### src/rtl/pc_interrupt_sequencer_if.sv
// Handshake bundle between the instruction decoder/sequencer and the
// interrupt sequencer in front of the program counter.
//   master : decoder side, drives phase strobes, decoded RETI/EI/DI and raw requests
//   slave  : interrupt sequencer, drives PC select, return-register loads, acks,
//            global enable and current nesting level
interface pc_interrupt_sequencer_if;
    logic       FETCH;
    logic       DECODE;
    logic       PC_ENX;
    logic       INT0_REQ;
    logic       INT1_REQ;
    logic       RETI;
    logic       EI;
    logic       DI;
    logic [2:0] PC_NEXTX;
    logic       PC_LD_INT0X;
    logic       PC_LD_INT1X;
    logic       INT0_ACK;
    logic       INT1_ACK;
    logic       INTEN;
    logic [1:0] ISR_LEVEL;

    modport master (
        output FETCH, DECODE, PC_ENX, INT0_REQ, INT1_REQ, RETI, EI, DI,
        input  PC_NEXTX, PC_LD_INT0X, PC_LD_INT1X, INT0_ACK, INT1_ACK, INTEN, ISR_LEVEL
    );

    modport slave (
        input  FETCH, DECODE, PC_ENX, INT0_REQ, INT1_REQ, RETI, EI, DI,
        output PC_NEXTX, PC_LD_INT0X, PC_LD_INT1X, INT0_ACK, INT1_ACK, INTEN, ISR_LEVEL
    );
endinterface

### src/rtl/pc_interrupt_sequencer.sv
// Interrupt and return sequencer for the program counter.
// Synchronises INT0_REQ (high priority) and INT1_REQ (low priority), latches
// rising edges as pending, and at each FETCH & PC_ENX decision point selects
// the PC next address: sequential, vector INTV0 (0x0004) / INTV1 (0x0008), or
// return through the INT0/INT1 return register. One level of nesting: INT0
// may preempt an INT1 handler, never the reverse.
// Ports:
//   CLK     system clock, rising edge
//   RESETN  asynchronous active-low reset
//   bus     slave side of pc_interrupt_sequencer_if (strobes in; PC_NEXTX,
//           PC_LD_INTxX, INTx_ACK, INTEN, ISR_LEVEL out)
module pc_interrupt_sequencer (
    input  logic                      CLK,
    input  logic                      RESETN,
    pc_interrupt_sequencer_if.slave   bus
);
    localparam logic [2:0] PC_NEXTX_NEXT  = 3'd0;
    localparam logic [2:0] PC_NEXTX_INTV0 = 3'd1;
    localparam logic [2:0] PC_NEXTX_INTV1 = 3'd2;
    localparam logic [2:0] PC_NEXTX_INTR0 = 3'd3;
    localparam logic [2:0] PC_NEXTX_INTR1 = 3'd4;

    typedef enum logic [1:0] {
        IDLE      = 2'b00,
        IN1       = 2'b01,
        IN0       = 2'b10,
        IN0_OVER1 = 2'b11
    } state_t;

    state_t     state, next_state;
    logic [1:0] sync0, sync1;
    logic       prev0, prev1;
    logic       pend0, pend1;
    logic       ret_pend;
    logic       inten;
    logic       edge0, edge1;
    logic       decision;
    logic [2:0] nextx;
    logic       take0, take1;

    assign edge0    = sync0[1] & ~prev0;
    assign edge1    = sync1[1] & ~prev1;
    assign decision = bus.FETCH & bus.PC_ENX;

    always_ff @(posedge CLK or negedge RESETN) begin
        if (!RESETN) begin
            state    <= IDLE;
            sync0    <= '0;
            sync1    <= '0;
            prev0    <= 1'b0;
            prev1    <= 1'b0;
            pend0    <= 1'b0;
            pend1    <= 1'b0;
            ret_pend <= 1'b0;
            inten    <= 1'b0;
        end else begin
            state    <= next_state;
            sync0    <= {sync0[0], bus.INT0_REQ};
            sync1    <= {sync1[0], bus.INT1_REQ};
            prev0    <= sync0[1];
            prev1    <= sync1[1];
            // A new edge in the same cycle as the take keeps the request alive
            pend0    <= edge0 | (pend0 & ~take0);
            pend1    <= edge1 | (pend1 & ~take1);
            if (bus.DECODE && bus.RETI) begin
                ret_pend <= 1'b1;
            end else if (decision) begin
                ret_pend <= 1'b0;
            end
            if (bus.DECODE) begin
                if (bus.DI) begin
                    inten <= 1'b0;
                end else if (bus.EI) begin
                    inten <= 1'b1;
                end
            end
        end
    end

    // Return has strict precedence, so a return and a take never share a
    // decision point; the take falls to the next one.
    always_comb begin
        next_state = state;
        nextx      = PC_NEXTX_NEXT;
        take0      = 1'b0;
        take1      = 1'b0;
        if (decision) begin
            if (ret_pend) begin
                case (state)
                    IN0: begin
                        next_state = IDLE;
                        nextx      = PC_NEXTX_INTR0;
                    end
                    IN0_OVER1: begin
                        next_state = IN1;
                        nextx      = PC_NEXTX_INTR0;
                    end
                    IN1: begin
                        next_state = IDLE;
                        nextx      = PC_NEXTX_INTR1;
                    end
                    default: ;
                endcase
            end else if (inten && pend0 && (state == IDLE || state == IN1)) begin
                take0      = 1'b1;
                nextx      = PC_NEXTX_INTV0;
                next_state = (state == IN1) ? IN0_OVER1 : IN0;
            end else if (inten && pend1 && state == IDLE) begin
                take1      = 1'b1;
                nextx      = PC_NEXTX_INTV1;
                next_state = IN1;
            end
        end
    end

    assign bus.PC_NEXTX    = nextx;
    assign bus.PC_LD_INT0X = take0;
    assign bus.PC_LD_INT1X = take1;
    assign bus.INT0_ACK    = take0;
    assign bus.INT1_ACK    = take1;
    assign bus.INTEN       = inten;
    assign bus.ISR_LEVEL   = state;
endmodule

### src/flat_wrapper.sv
// flat-port wrapper written by rule: the top's interface ports become plain ports
module pc_interrupt_sequencer_flat 
  (CLK, RESETN, bus_FETCH, bus_DECODE, bus_PC_ENX, bus_INT0_REQ, bus_INT1_REQ, bus_RETI, bus_EI, bus_DI, bus_PC_NEXTX, bus_PC_LD_INT0X, bus_PC_LD_INT1X, bus_INT0_ACK, bus_INT1_ACK, bus_INTEN, bus_ISR_LEVEL);
  pc_interrupt_sequencer_if bus_i ();
  input  logic CLK;
  input  logic RESETN;
  input wire logic [$bits(bus_i.FETCH)-1:0] bus_FETCH;
  input wire logic [$bits(bus_i.DECODE)-1:0] bus_DECODE;
  input wire logic [$bits(bus_i.PC_ENX)-1:0] bus_PC_ENX;
  input wire logic [$bits(bus_i.INT0_REQ)-1:0] bus_INT0_REQ;
  input wire logic [$bits(bus_i.INT1_REQ)-1:0] bus_INT1_REQ;
  input wire logic [$bits(bus_i.RETI)-1:0] bus_RETI;
  input wire logic [$bits(bus_i.EI)-1:0] bus_EI;
  input wire logic [$bits(bus_i.DI)-1:0] bus_DI;
  output wire logic [$bits(bus_i.PC_NEXTX)-1:0] bus_PC_NEXTX;
  output wire logic [$bits(bus_i.PC_LD_INT0X)-1:0] bus_PC_LD_INT0X;
  output wire logic [$bits(bus_i.PC_LD_INT1X)-1:0] bus_PC_LD_INT1X;
  output wire logic [$bits(bus_i.INT0_ACK)-1:0] bus_INT0_ACK;
  output wire logic [$bits(bus_i.INT1_ACK)-1:0] bus_INT1_ACK;
  output wire logic [$bits(bus_i.INTEN)-1:0] bus_INTEN;
  output wire logic [$bits(bus_i.ISR_LEVEL)-1:0] bus_ISR_LEVEL;
  assign bus_i.FETCH = bus_FETCH;
  assign bus_i.DECODE = bus_DECODE;
  assign bus_i.PC_ENX = bus_PC_ENX;
  assign bus_i.INT0_REQ = bus_INT0_REQ;
  assign bus_i.INT1_REQ = bus_INT1_REQ;
  assign bus_i.RETI = bus_RETI;
  assign bus_i.EI = bus_EI;
  assign bus_i.DI = bus_DI;
  assign bus_PC_NEXTX = bus_i.PC_NEXTX;
  assign bus_PC_LD_INT0X = bus_i.PC_LD_INT0X;
  assign bus_PC_LD_INT1X = bus_i.PC_LD_INT1X;
  assign bus_INT0_ACK = bus_i.INT0_ACK;
  assign bus_INT1_ACK = bus_i.INT1_ACK;
  assign bus_INTEN = bus_i.INTEN;
  assign bus_ISR_LEVEL = bus_i.ISR_LEVEL;
  pc_interrupt_sequencer u_core (.CLK(CLK), .RESETN(RESETN), .bus(bus_i));
endmodule
### config.mk
export PLATFORM = sky130hd
export DESIGN_NAME = pc_interrupt_sequencer_flat
export DESIGN_NICKNAME = d
export VERILOG_FILES = /design/src/rtl/pc_interrupt_sequencer_if.sv /design/src/rtl/pc_interrupt_sequencer.sv /design/src/flat_wrapper.sv
export SDC_FILE = /design/constraint.sdc
export NUM_CORES = 1
export LEC_CHECK = 0
export CORE_AREA = 2 2 39 41
export CTS_BUF_LIST = sky130_fd_sc_hd__clkbuf_8
export DETAILED_ROUTE_END_ITERATION = 8
export DIE_AREA = 0 0 41 43
export GPL_ROUTABILITY_DRIVEN = 0
export GPL_TIMING_DRIVEN = 0
export PLACE_DENSITY = 0.82
export SYNTH_ARGS = -nofsm -noshare
export SYNTH_HDL_FRONTEND = slang
export SYNTH_SLANG_ARGS = --single-unit
### constraint.sdc
create_clock -name CLK -period 2.3 [get_ports CLK]
set_clock_uncertainty 0.2 [all_clocks]
set_input_delay 0.46 -clock CLK [delete_from_list [all_inputs] [get_ports CLK]]
set_output_delay 0.46 -clock CLK [all_outputs]
set_load 0.02 [all_outputs]
# --- Word level (Yosys, flattened, before mapping) ---
# Index checks and enable logic that the tools add are counted.
# Widths: inputs -> output; s select.
totals:
  ff_bits: 12
  in_bits: 10
  word_cells: 59
op_classes:
  n_eq_ne: 4
  mux: 21
  n_bitwise: 11
  n_reduce_logical: 14
op_table:
  columns: ["operator", "count"]
  rows:
  - ["$mux 1", 12]
  - ["$mux 3", 3]
  - ["$mux 2", 4]
  - ["$pmux 3 s2", 1]
  - ["$and 1x1->1", 5]
  - ["$logic_and 1x1->1", 5]
  - ["$eq 2x2->1 const B", 2]
  - ["$not 1->1", 4]
  - ["$pmux 2 s2", 1]
  - ["$reduce_bool 2->1", 2]
  - ["$reduce_or 2->1", 2]
  - ["$ne 3x3->1 const B", 1]
  - ["$reduce_and 3->1", 1]
  - ["$reduce_bool 3->1", 1]
  - ["$eq 2x1->1 const B", 1]
  - ["$logic_not 2->1", 1]
  - ["$or 1x1->1", 2]
  - ["$reduce_and 2->1", 1]
  - ["$logic_or 1x1->1", 1]

# --- Depth between registers and ports, before layout ---
# Gate-level depths: netlist of run 1.
depth:
  depth_word: 9
  ltp_mapped: 5
  depth_no_buf: 5

# --- Least setup slack after synthesis of run 1 ---
# No wires, ideal clock.
synth_path:
  path_type: "register to output"
  from: "register u_core.state[0] (netlist: u_core.bus.ISR_LEVEL[0])"
  to: "output port bus_PC_LD_INT1X"
  t_arrival_ns: 1.747
  t_required_ns: 1.640
  slack_ns: -0.107
  stages_incl_launch_ff: 6
  path_buffers: 1
  path_cell_list: "dfrtp_1 -> inv_1 -> ha_1 -> nand4b_1 -> nor3_1 -> buf_4"
synth_via:
  elab_chain_cells: 6
synth_lines:
  columns: ["element", "line_no", "rtl"]
  rows:
  - ["start: declaration", "pc_interrupt_sequencer.sv:30", "state_t state, next_state;"]
  - ["start signal: assignment", "pc_interrupt_sequencer.sv:57", "state <= next_state;"]
  - ["$logic_not 2->1 / $eq 2x1->1 (equally long branches)", "pc_interrupt_sequencer.sv:104, pc_interrupt_sequencer.sv:108", null]
  - ["$logic_and 1x1->1 / $logic_or 1x1->1 (equally long branches)", "pc_interrupt_sequencer.sv:108, pc_interrupt_sequencer.sv:104", null]
  - ["$mux 1 / $logic_and 1x1->1 (equally long branches)", "pc_interrupt_sequencer.sv:108, pc_interrupt_sequencer.sv:104", null]
  - ["$mux 1 *", "pc_interrupt_sequencer.sv:104", "end else if (inten && pend0 && (state == IDLE || state == IN1)) begin"]
  - ["$mux 1 *", "pc_interrupt_sequencer.sv:88", "if (ret_pend) begin"]
  - ["$mux 1 *", "pc_interrupt_sequencer.sv:87", "if (decision) begin"]
  - ["end: declaration", "flat_wrapper.sv:17", "output wire logic [$bits(bus_i.PC_LD_INT1X)-1:0] bus_PC_LD_INT1X;"]
# Every way passes the cells marked *; elsewhere a longest branch is shown, timed or not.

# --- Worst setup path after layout of run 1 ---
layout_path:
  from: "input port bus_FETCH"
  to: "output port bus_PC_LD_INT0X"
layout_via:
  elab_chain_cells: 2
layout_lines:
  columns: ["element", "line_no", "rtl"]
  rows:
  - ["start: declaration", "flat_wrapper.sv:7", "input wire logic [$bits(bus_i.FETCH)-1:0] bus_FETCH;"]
  - ["$and 1x1->1", "pc_interrupt_sequencer.sv:43", "assign decision = bus.FETCH & bus.PC_ENX;"]
  - ["$mux 1", "pc_interrupt_sequencer.sv:87", null]
  - ["end: declaration", "flat_wrapper.sv:16", "output wire logic [$bits(bus_i.PC_LD_INT0X)-1:0] bus_PC_LD_INT0X;"]
# Every way passes these cells.

==> results of run 1 <==
-- worst paths after layout --
path | from | end | cells past startpoint
setup / recovery | bus_FETCH | bus_PC_LD_INT0X | 5
hold / removal | u_core.sync1[0]$_DFF_PN0_ | u_core.sync1[1]$_DFF_PN0_ | 0
setup reg to reg | u_core.bus.ISR_LEVEL[0]$_DFFE_PN0P_ | u_core.bus.ISR_LEVEL[0]$_DFFE_PN0P_ | 4
hold reg to reg | u_core.sync1[0]$_DFF_PN0_ | u_core.sync1[1]$_DFF_PN0_ | 0
max in group asynchronous | RESETN | u_core.sync0[0]$_DFF_PN0_ | 1
min in group asynchronous | RESETN | u_core.prev1$_DFF_PN0_ | 1
-- layout make-up --
type                    count  area [um2]
plain buffers               3        26.3
clock buffers               4        55.1
fillers                   119         500
inverters                   7        26.3
multi-input cells          30         243
flip-flops and latches     12         300
well taps                  16        20.0
repair buffers             26         213
-- critical path, stage by stage --
cell	delay, ps
clkdlybuf4s50_1	480
and2_1	210
and3_4	230
buf_4	100
clkbuf_2	150
-- synthesized netlist by cell type, drive strengths merged --
master | instances | share of area [%]
o21ai | 1 | 0.86
dfrtp | 12 | 52
buf | 3 | 4.5
inv | 7 | 4.5
a21o | 1 | 1.3
ha | 4 | 8.6
and3 | 2 | 2.1
o21bai | 1 | 1.3
o2111ai | 1 | 2.6
nand4b | 1 | 1.5
and2 | 2 | 2.1
nand2 | 3 | 1.9
o211a | 1 | 1.7
mux2 | 1 | 2.6
nor2 | 1 | 0.64
a21oi | 3 | 2.6
a211o | 1 | 1.5
o22ai | 3 | 3.2
nor3 | 1 | 0.86
a21boi | 1 | 1.3
o21a | 2 | 2.8
-- through the flow --
stage          area, um2  TNS [ps]  hold slack (ps)  power [mW]
5_1_grt              883     -80.4              155       0.873
3_5_place_dp         798     -2210              140       0.553
4_1_cts              886      -156              152       0.816
2_1_floorplan        588         0            -35.6       0.450
3_3_place_gp         798     -2200              133       0.546
6_report             883         0              154       0.819
-- state kept, by name, summed over array words and instances, names as in the netlist --
name,count
u_core.sync0,2
u_core.bus.ISR_LEVEL,2
u_core.pend1,1
u_core.ret_pend,1
u_core.prev1,1
u_core.prev0,1
u_core.bus.INTEN,1
u_core.sync1,2
u_core.pend0,1
-- power groups by stage --
stage | clock, mW | combinational [mW] | sequential, mW
finish | 0.221 | 0.335 | 0.263
global route | 0.242 | 0.364 | 0.267
CTS | 0.228 | 0.326 | 0.263
detailed placement | 0 | 0.277 | 0.277
global placement | 0 | 0.272 | 0.274
floorplan | 0 | 0.156 | 0.293
-- kinds of logic after synthesis --
family	Yosys count
buffers and inverters	10
AO/OA/AOI/OAI	15
AND/OR/NAND/NOR	10
adder cells (fa/ha/maj)	4
flip-flops	12
multiplexers	1
-- routing by layer --
| layer | track usage (%) | routed length, um |
|---|---|---|
| met5 | 0 | 0 |
| met4 | 8.00 | 15 |
| met3 | 4.71 | 50 |
| met2 | 22.8 | 605 |
| met1 | 21.7 | 531 |
-- what timing repair did --
item	CTS	global route
setup buffers	5	2
pin swaps	2	2
resized for setup	22	7
setup endpoints to repair	7	7
==> impl_summary.log, run 1 <==
INFO  metric start_kind = input pin
INFO  metric cts.reportedPaths.clkPinSlew = about 50 ps
INFO  metric yosys.area_share.simple = a little under a tenth
INFO  metric synth_top_family_by_area = compound AO/OA/AOI/OAI gates
INFO  metric syn-num-nets = 66
INFO  metric route.detailed.vias_per_inst = ~4.7
INFO  metric buffer_ports.inserted = 19
INFO  metric internal_power = 0.572 mW
INFO  metric layout.cells.most_common_list = clkdlybuf4s50_1, dfrtp_1, buf_4
INFO  metric p_sw = around 0.25 mW
INFO  metric yosysUniqueCellTypes = 23
INFO  metric critical_path.max_fanout = 4
INFO  metric design.die.area = around 1800 um2
INFO  metric worst_ep_arrival_time = 1630 ps
INFO  metric place_worst_setup_slack = -447 ps
INFO  metric detail_route.first_pass.iterations = 2
INFO  metric setup_viol = 0
INFO  metric finalMaxSlewViolations = 0
INFO  metric largest_net_degree_at_the_start_of_global_routing = 13
INFO  metric row_count = 14
INFO  metric routed_wire_length = 1.20 mm
INFO  metric dpl.hpwl = 849 um
INFO  metric p_leak = around 0.45 nW
INFO  metric syn-instance-count = 52
INFO  metric tightest_slew = approximately 540 ps
INFO  metric final_util = 63.8%
INFO  metric fin_cells = about 100
INFO  metric hold_class = flip-flop to flip-flop
INFO  metric grt_pass1_vias = roughly 430
INFO  metric grt.overflow.total = 0
INFO  metric timing_worst_setup_path_type = input pin to output port
INFO  metric grt_use_total = 16.1%
INFO  metric synth-compound-area-share = roughly a fifth
INFO  metric cts_inserted_buffers = 3
INFO  metric max_freq = ~0.44 GHz
INFO  metric area_growth_syn_to_fin = 51.5%
INFO  metric placeableCoreArea = ~1400 um2
INFO  metric power.density = between 900 and 1000 nW/um2
INFO  metric shortest_period_the_worst_path_allows = 2290 ps
INFO  metric detail_route.iter0.violations = 1
INFO  metric grt_first_pass_wirelength = 1.86 mm
INFO  metric cts_root_buffer = clkbuf_8
INFO  metric muxShareOfSynthArea = under 10%
INFO  metric synth.yosys.warnings = 0
INFO  metric required = roughly 1600 ps
INFO  metric die-height = between 40 and 50 um
INFO  metric drive_above_1_share = 32.9%
INFO  metric seqPwrFrac = around a third
INFO  metric final_min_period_over_clock_period = 99.6%
INFO  metric power.share.switching = a little over 30%
INFO  metric syn-cell-area = between 500 and 600 um2
INFO  metric dp_cells = 87
INFO  metric drc_violation_count_after_routing = 0
INFO  metric post_synthesis_sequential_area_ratio = between 50% and 60%
INFO  metric ios = 20
INFO  metric rsz_0062_raised_after_global_routing = yes
INFO  metric avgRoutedWirePerCell = 12.3 um
INFO  metric ff_to_ff_setup_slack = between 600 and 700 ps
INFO  metric antenna-diode-count = 0
INFO  metric cts_h_tree_depth = 1
INFO  metric max-slew-margin-rel = between 60% and 70%
INFO  metric irDropWorstVdd = just under 0.7 mV
INFO  metric run_status = completed
INFO  metric insertion_delay = ~230 ps
INFO  metric clock_sinks = 12
INFO  metric ctsHoldBuffers = 0
INFO  metric die_width = slightly above 40 um
INFO  metric synthAdderAreaFrac = under 10%
INFO  metric drv_cap = 0
INFO  metric number_of_vias_in_the_routed_layout = between 400 and 500
INFO  metric initial_core_util = a little over two fifths
INFO  metric tritoncts = yes
INFO  metric finalNetCount = between 90 and 100
INFO  metric antenna_found_initial = 0
INFO  metric clk_path_buf_depth = 2
INFO  metric xor_xnor_share_of_the_synthesized_area = 0%
INFO  metric hold_viol = 0
INFO  metric clockPowerShare = 27.0%
INFO  metric power.combinational.fraction = between 40% and 50%
INFO  metric timing.final.ws_setup = roughly 8.4 ps
INFO  metric endpoint_kind = output port
INFO  metric synth.ff_latch_count = 12
INFO  metric route.antenna.remaining_nets = 0
INFO  metric synth.avg_cell_area = roughly 11 um2
(Power assumes the default switching activity.)
==> run 2, diff against run 1 <==
--- a/config.mk
+++ b/config.mk
@@ -11,7 +11,9 @@
 export DIE_AREA = 0 0 41 43
 export GPL_ROUTABILITY_DRIVEN = 0
 export GPL_TIMING_DRIVEN = 0
+export HOLD_SLACK_MARGIN = 0.03
 export PLACE_DENSITY = 0.82
 export SYNTH_ARGS = -nofsm -noshare
 export SYNTH_HDL_FRONTEND = slang
 export SYNTH_SLANG_ARGS = --single-unit
+export TNS_END_PERCENT = 50
==> impl_summary.log, run 2 (synthesis results as in run 1) <==
INFO  metric run_status = completed
INFO  metric max-slew-margin-rel = 64.1%
INFO  metric power.density = a little over 900 nW/um2
INFO  metric timing_worst_setup_path_type = input pin to output port
INFO  metric irDropWorstVdd = between 0.6 and 0.7 mV
INFO  metric endpoint_kind = output port
INFO  metric drc_violation_count_after_routing = 0
INFO  metric rsz_0062_raised_after_global_routing = yes
INFO  metric antenna_found_initial = 0
INFO  metric insertion_delay = 230 ps
INFO  metric setup_viol = 0
INFO  metric tightest_slew = 537 ps
INFO  metric design.die.area = 1760 um2
INFO  metric area_growth_syn_to_fin = 50.2%
INFO  metric clock_sinks = 12
INFO  metric route.detailed.vias_per_inst = 4.72
INFO  metric p_sw = approximately 0.25 mW
INFO  metric p_leak = roughly 0.44 nW
INFO  metric detail_route.iter0.violations = 2
INFO  metric hold_viol = 0
INFO  metric ios = 20
INFO  metric drive_above_1_share = approximately a third
INFO  metric detail_route.first_pass.iterations = 2
INFO  metric grt_pass1_vias = about 420
INFO  metric seqPwrFrac = around a third
INFO  metric avgRoutedWirePerCell = around 12 um
INFO  metric initial_core_util = between 40% and 50%
INFO  metric worstPathCellList = clkdlybuf4s50_1 > and2_1 > and3_4 > buf_4 > clkbuf_2
INFO  metric cts_inserted_buffers = 3
INFO  metric dp_cells = 87
INFO  metric drv_cap = 0
INFO  metric finalNetCount = 96
INFO  metric required = about 1600 ps
INFO  metric critical_path.max_fanout = 4
INFO  metric clk_path_buf_depth = 2
INFO  metric power.combinational.fraction = roughly two fifths
INFO  metric final_min_period_over_clock_period = around 100%
INFO  metric hold_class = flip-flop to flip-flop
INFO  metric buffer_ports.inserted = 19
INFO  metric worst_ep_arrival_time = between 1500 and 2000 ps
INFO  metric slowest_delay = about 470 ps
INFO  metric routed_wire_length = about 1.2 mm
INFO  metric power.share.switching = a little under a third
INFO  metric clockPowerShare = approximately 27%
INFO  metric start_kind = input pin
INFO  metric internal_power = between 0.5 and 0.6 mW
INFO  metric cts.reportedPaths.clkPinSlew = around 50 ps
INFO  metric row_count = 14
INFO  metric finalMaxSlewViolations = 0
INFO  metric fin_cells = 97
INFO  metric layout.cells.most_common_list = clkdlybuf4s50_1, dfrtp_1, buf_4
INFO  metric number_of_vias_in_the_routed_layout = between 400 and 500
INFO  metric max_freq = approximately 0.44 GHz
INFO  metric tritoncts = yes
INFO  metric cts_root_buffer = clkbuf_8
INFO  metric fin_hold_ws = about 150 ps
INFO  metric route.antenna.remaining_nets = 0
INFO  metric worst_path_max_delay_cell = clkdlybuf4s50_1
INFO  metric largest_net_degree_at_the_start_of_global_routing = 13
INFO  metric die-height = 43 um
INFO  metric dpl.hpwl = 849 um
INFO  metric grt_first_pass_wirelength = 1.81 mm
INFO  metric antenna-diode-count = 0
INFO  metric die_width = slightly above 40 um
INFO  metric grt_use_total = roughly 16%
INFO  metric ff_to_ff_setup_slack = ~630 ps
INFO  metric cts_h_tree_depth = 1
INFO  metric placeableCoreArea = 1380 um2
INFO  metric grt.overflow.total = 0
INFO  metric shortest_period_the_worst_path_allows = 2290 ps
==> run 2: layer usage <==
metal	wire [um]	global-route usage, %
met1	526	22.0
met4	15	8.00
met3	50	4.71
met2	602	21.3
met5	0	0
==> run 2: path summary, 6_finish.rpt <==
check | to | startpoint | cells past startpoint
max reg2reg | u_core.bus.ISR_LEVEL[0]$_DFFE_PN0P_ | u_core.bus.ISR_LEVEL[0]$_DFFE_PN0P_ | 4
min reg2reg | u_core.sync1[1]$_DFF_PN0_ | u_core.sync1[0]$_DFF_PN0_ | 0
min | u_core.sync1[1]$_DFF_PN0_ | u_core.sync1[0]$_DFF_PN0_ | 0
min in group asynchronous | u_core.prev1$_DFF_PN0_ | RESETN | 1
max in group asynchronous | u_core.sync0[0]$_DFF_PN0_ | RESETN | 1
max | bus_PC_LD_INT0X | bus_FETCH | 5
==> run 2: per-stage QoR <==
step	setup TNS, ps	total power, mW	util [%]	setup WS [ps]	instance area (um2)
5_1_grt	-85.2	0.873	63.3	-72.9	876
4_1_cts	-292	0.814	63.5	-195	878
6_report	0	0.819	63.3	7.59	876
2_1_floorplan	0	0.450	-	107	588
3_3_place_gp	-2200	0.546	57.7	-459	798
3_5_place_dp	-2210	0.553	57.7	-447	798
==> run 2: layout make-up <==
cell class                 count  area (um2)
sequential                    12         300
fill                         120         508
clock buffer                   4        55.1
inverter                       7        26.3
multi-input combinational     30         243
buffer                         3        26.3
timing repair buffer          25         205
tap                           16        20.0
==> run 2: worst max-delay path: cells and delay by family <==
family / cells / cell delay [ps]
and+or+nand+nor: 2 / 440
buffers and inverters: 3 / 720
==> run 2: what timing repair did <==
action	4_1_cts	5_1_grt
endpoints found under the hold margin	0	0
resized for setup	19	10
pin swaps	2	2
setup buffers	5	1
endpoints found under the setup margin	7	7
hold buffers	0	0
==> run 2: power by group through the flow <==
stage | sequential, mW | clock [mW] | combinational (mW)
after floorplan | 0.293 | 0 | 0.156
after global routing | 0.267 | 0.242 | 0.364
after detailed placement | 0.277 | 0 | 0.277
final | 0.263 | 0.221 | 0.335
after CTS | 0.263 | 0.228 | 0.324
after global placement | 0.274 | 0 | 0.272
==> patch: new RTL, settings of run 1 <==
Make the reset (`RESETN`) synchronous in one clocked block. Comments in the files are not updated.
--- a/src/rtl/pc_interrupt_sequencer.sv
+++ b/src/rtl/pc_interrupt_sequencer.sv
@@ -42,7 +42,7 @@
     assign edge1    = sync1[1] & ~prev1;
     assign decision = bus.FETCH & bus.PC_ENX;
 
-    always_ff @(posedge CLK or negedge RESETN) begin
+    always_ff @(posedge CLK) begin
         if (!RESETN) begin
             state    <= IDLE;
             sync0    <= '0;
Check against the original RTL: differs if RESETN is asserted again (counterexample within 4 cycles, from zero or initial values and one cycle with RESETN low); with RESETN held inactive, the same outputs for 10 cycles.
==> patch against run 1 <==
Synthesized area rose by 2.4%; sequential cell count stayed put; via count up 16%; wire length increased by 0.25%; setup slack better by 57 ps; design area is 0.28% lower.
Power is not compared: it rests on default switching activity, and its combinational part moved more than twofold at a synthesized area within 25%.
==> patch: results (changes against run 1) <==
* Status: completed
* XOR/XNOR Fraction of Synth Area at 0% (unchanged)
* Largest net degree at the start of global routing at 11 (-2)
* Reg2reg path depth at 8 (+4)
* Detailed placer's ending HPWL at 848 um (-0.11%)
* Ys async rst share at 0% (-100 points)
* Vias in the first global route at 491 (+14%)
* 1st-pass router iterations at 4 (+2)
* Reg2Reg Setup Slack at 610 ps (-20 ps)
* Dominant cells by area after synthesis: dfxtp_1 40%, ha_1 10%, and2_1 8.4%
* Initial DRC Count at 6 (+5)
* Final nets at 110 (+13%)
* Mux cell area share after synthesis at 1.68% (-0.90 points)
* Synth cell count leaders: 12 x dfxtp_1, 9 x nand2_1, 8 x and2_1, 5 x ha_1, 5 x inv_1
* Critical path arrival at 1570 ps (-60 ps)
* Area share of fa/ha/maj cells after synthesis at 10.5% (+1.9 points)
* HP Start: u_core.sync1[0]$_SDFF_PN0_
* Worst-path fanout max at 6 (+2)
* Post-synthesis compound-gate area fraction at 14.5% (-4.6 points)
* Vias at 529 (+16%)
* Synth cell types at 26 (+13%)
* Layout cells sized above 1 at 25.8% (-7.1 points)
* Sequential fraction of the synthesis area at 40.3% (-11 points)
* Reg-to-Reg End: u_core.pend0$_SDFF_PN0_
* Syn nets at 84 (+27%)
* Slew margin rel. at 77.7% (+14 points)
* Hold depth at 1 (+1)
* GRT Util Overall at 16.7% (+0.62 points)
* RR Startpoint: u_core.bus.ISR_LEVEL[0]$_SDFFE_PN0P_
* Clk root buf: clkbuf_8
* Average routed wire per standard cell at 11.0 um (-9.9%)
[patch: power by group through the flow]
stage | clock, uW | sequential (uW) | combinational [uW]
finish | 183 | 223 | 62.4
global route | 199 | 224 | 69.4
CTS | 188 | 223 | 63.0
detailed placement | 0 | 226 | 58.1
global placement | 0 | 226 | 57.3
floorplan | 0 | 227 | 29.6
[patch: stage by stage]
stage	area [sq um]	hold slack [ps]	worst slack [ps]	total power [uW]	std cells
after floorplan	603	206	50.2	257	69
after global placement	813	213	-571	283	104
after detailed placement	813	224	-591	285	104
after CTS	890	240	9.26	474	109
after global routing	881	254	4.33	492	109
final	881	234	65.0	468	109
[patch: cells by family after synthesis]
logic type                 Yosys count
and+or+nand+nor                     28
AOI/OAI and AO/OA                   14
buffers and inverters                9
muxes                                1
DFF                                 12
adders and majority gates            5
[patch: layout make-up]
class	instances	area [sq um]
Multi-Input combinational cell	48	345
Tap cell	16	20.0
Timing Repair Buffer	21	183
Inverter	5	18.8
Sequential cell	12	243
Clock buffer	3	41.3
Fill cell	130	503
Buffer	4	30.0
[patch: critical path, stage by stage]
cell	delay, ps
clkdlybuf4s50_1	510
nand2_4	100
nor3_4	210
buf_4	140
buf_2	150
[patch: metal layers]
metal  GRT usage [%]  up-vias  wire (um)
li1                -      272          -
met2            25.0       19        573
met1            19.1      236        533
met5               0        -          0
met3            4.71        2         81
met4            12.0        0         16
[patch: repair_timing]
action | 4_1_cts | 5_1_grt
buffers inserted | 2 | 0
gates resized for setup | 30 | 3
setup endpoints to repair | 7 | 4
hold endpoints to repair | 0 | 0
pin swaps | 3 | 1
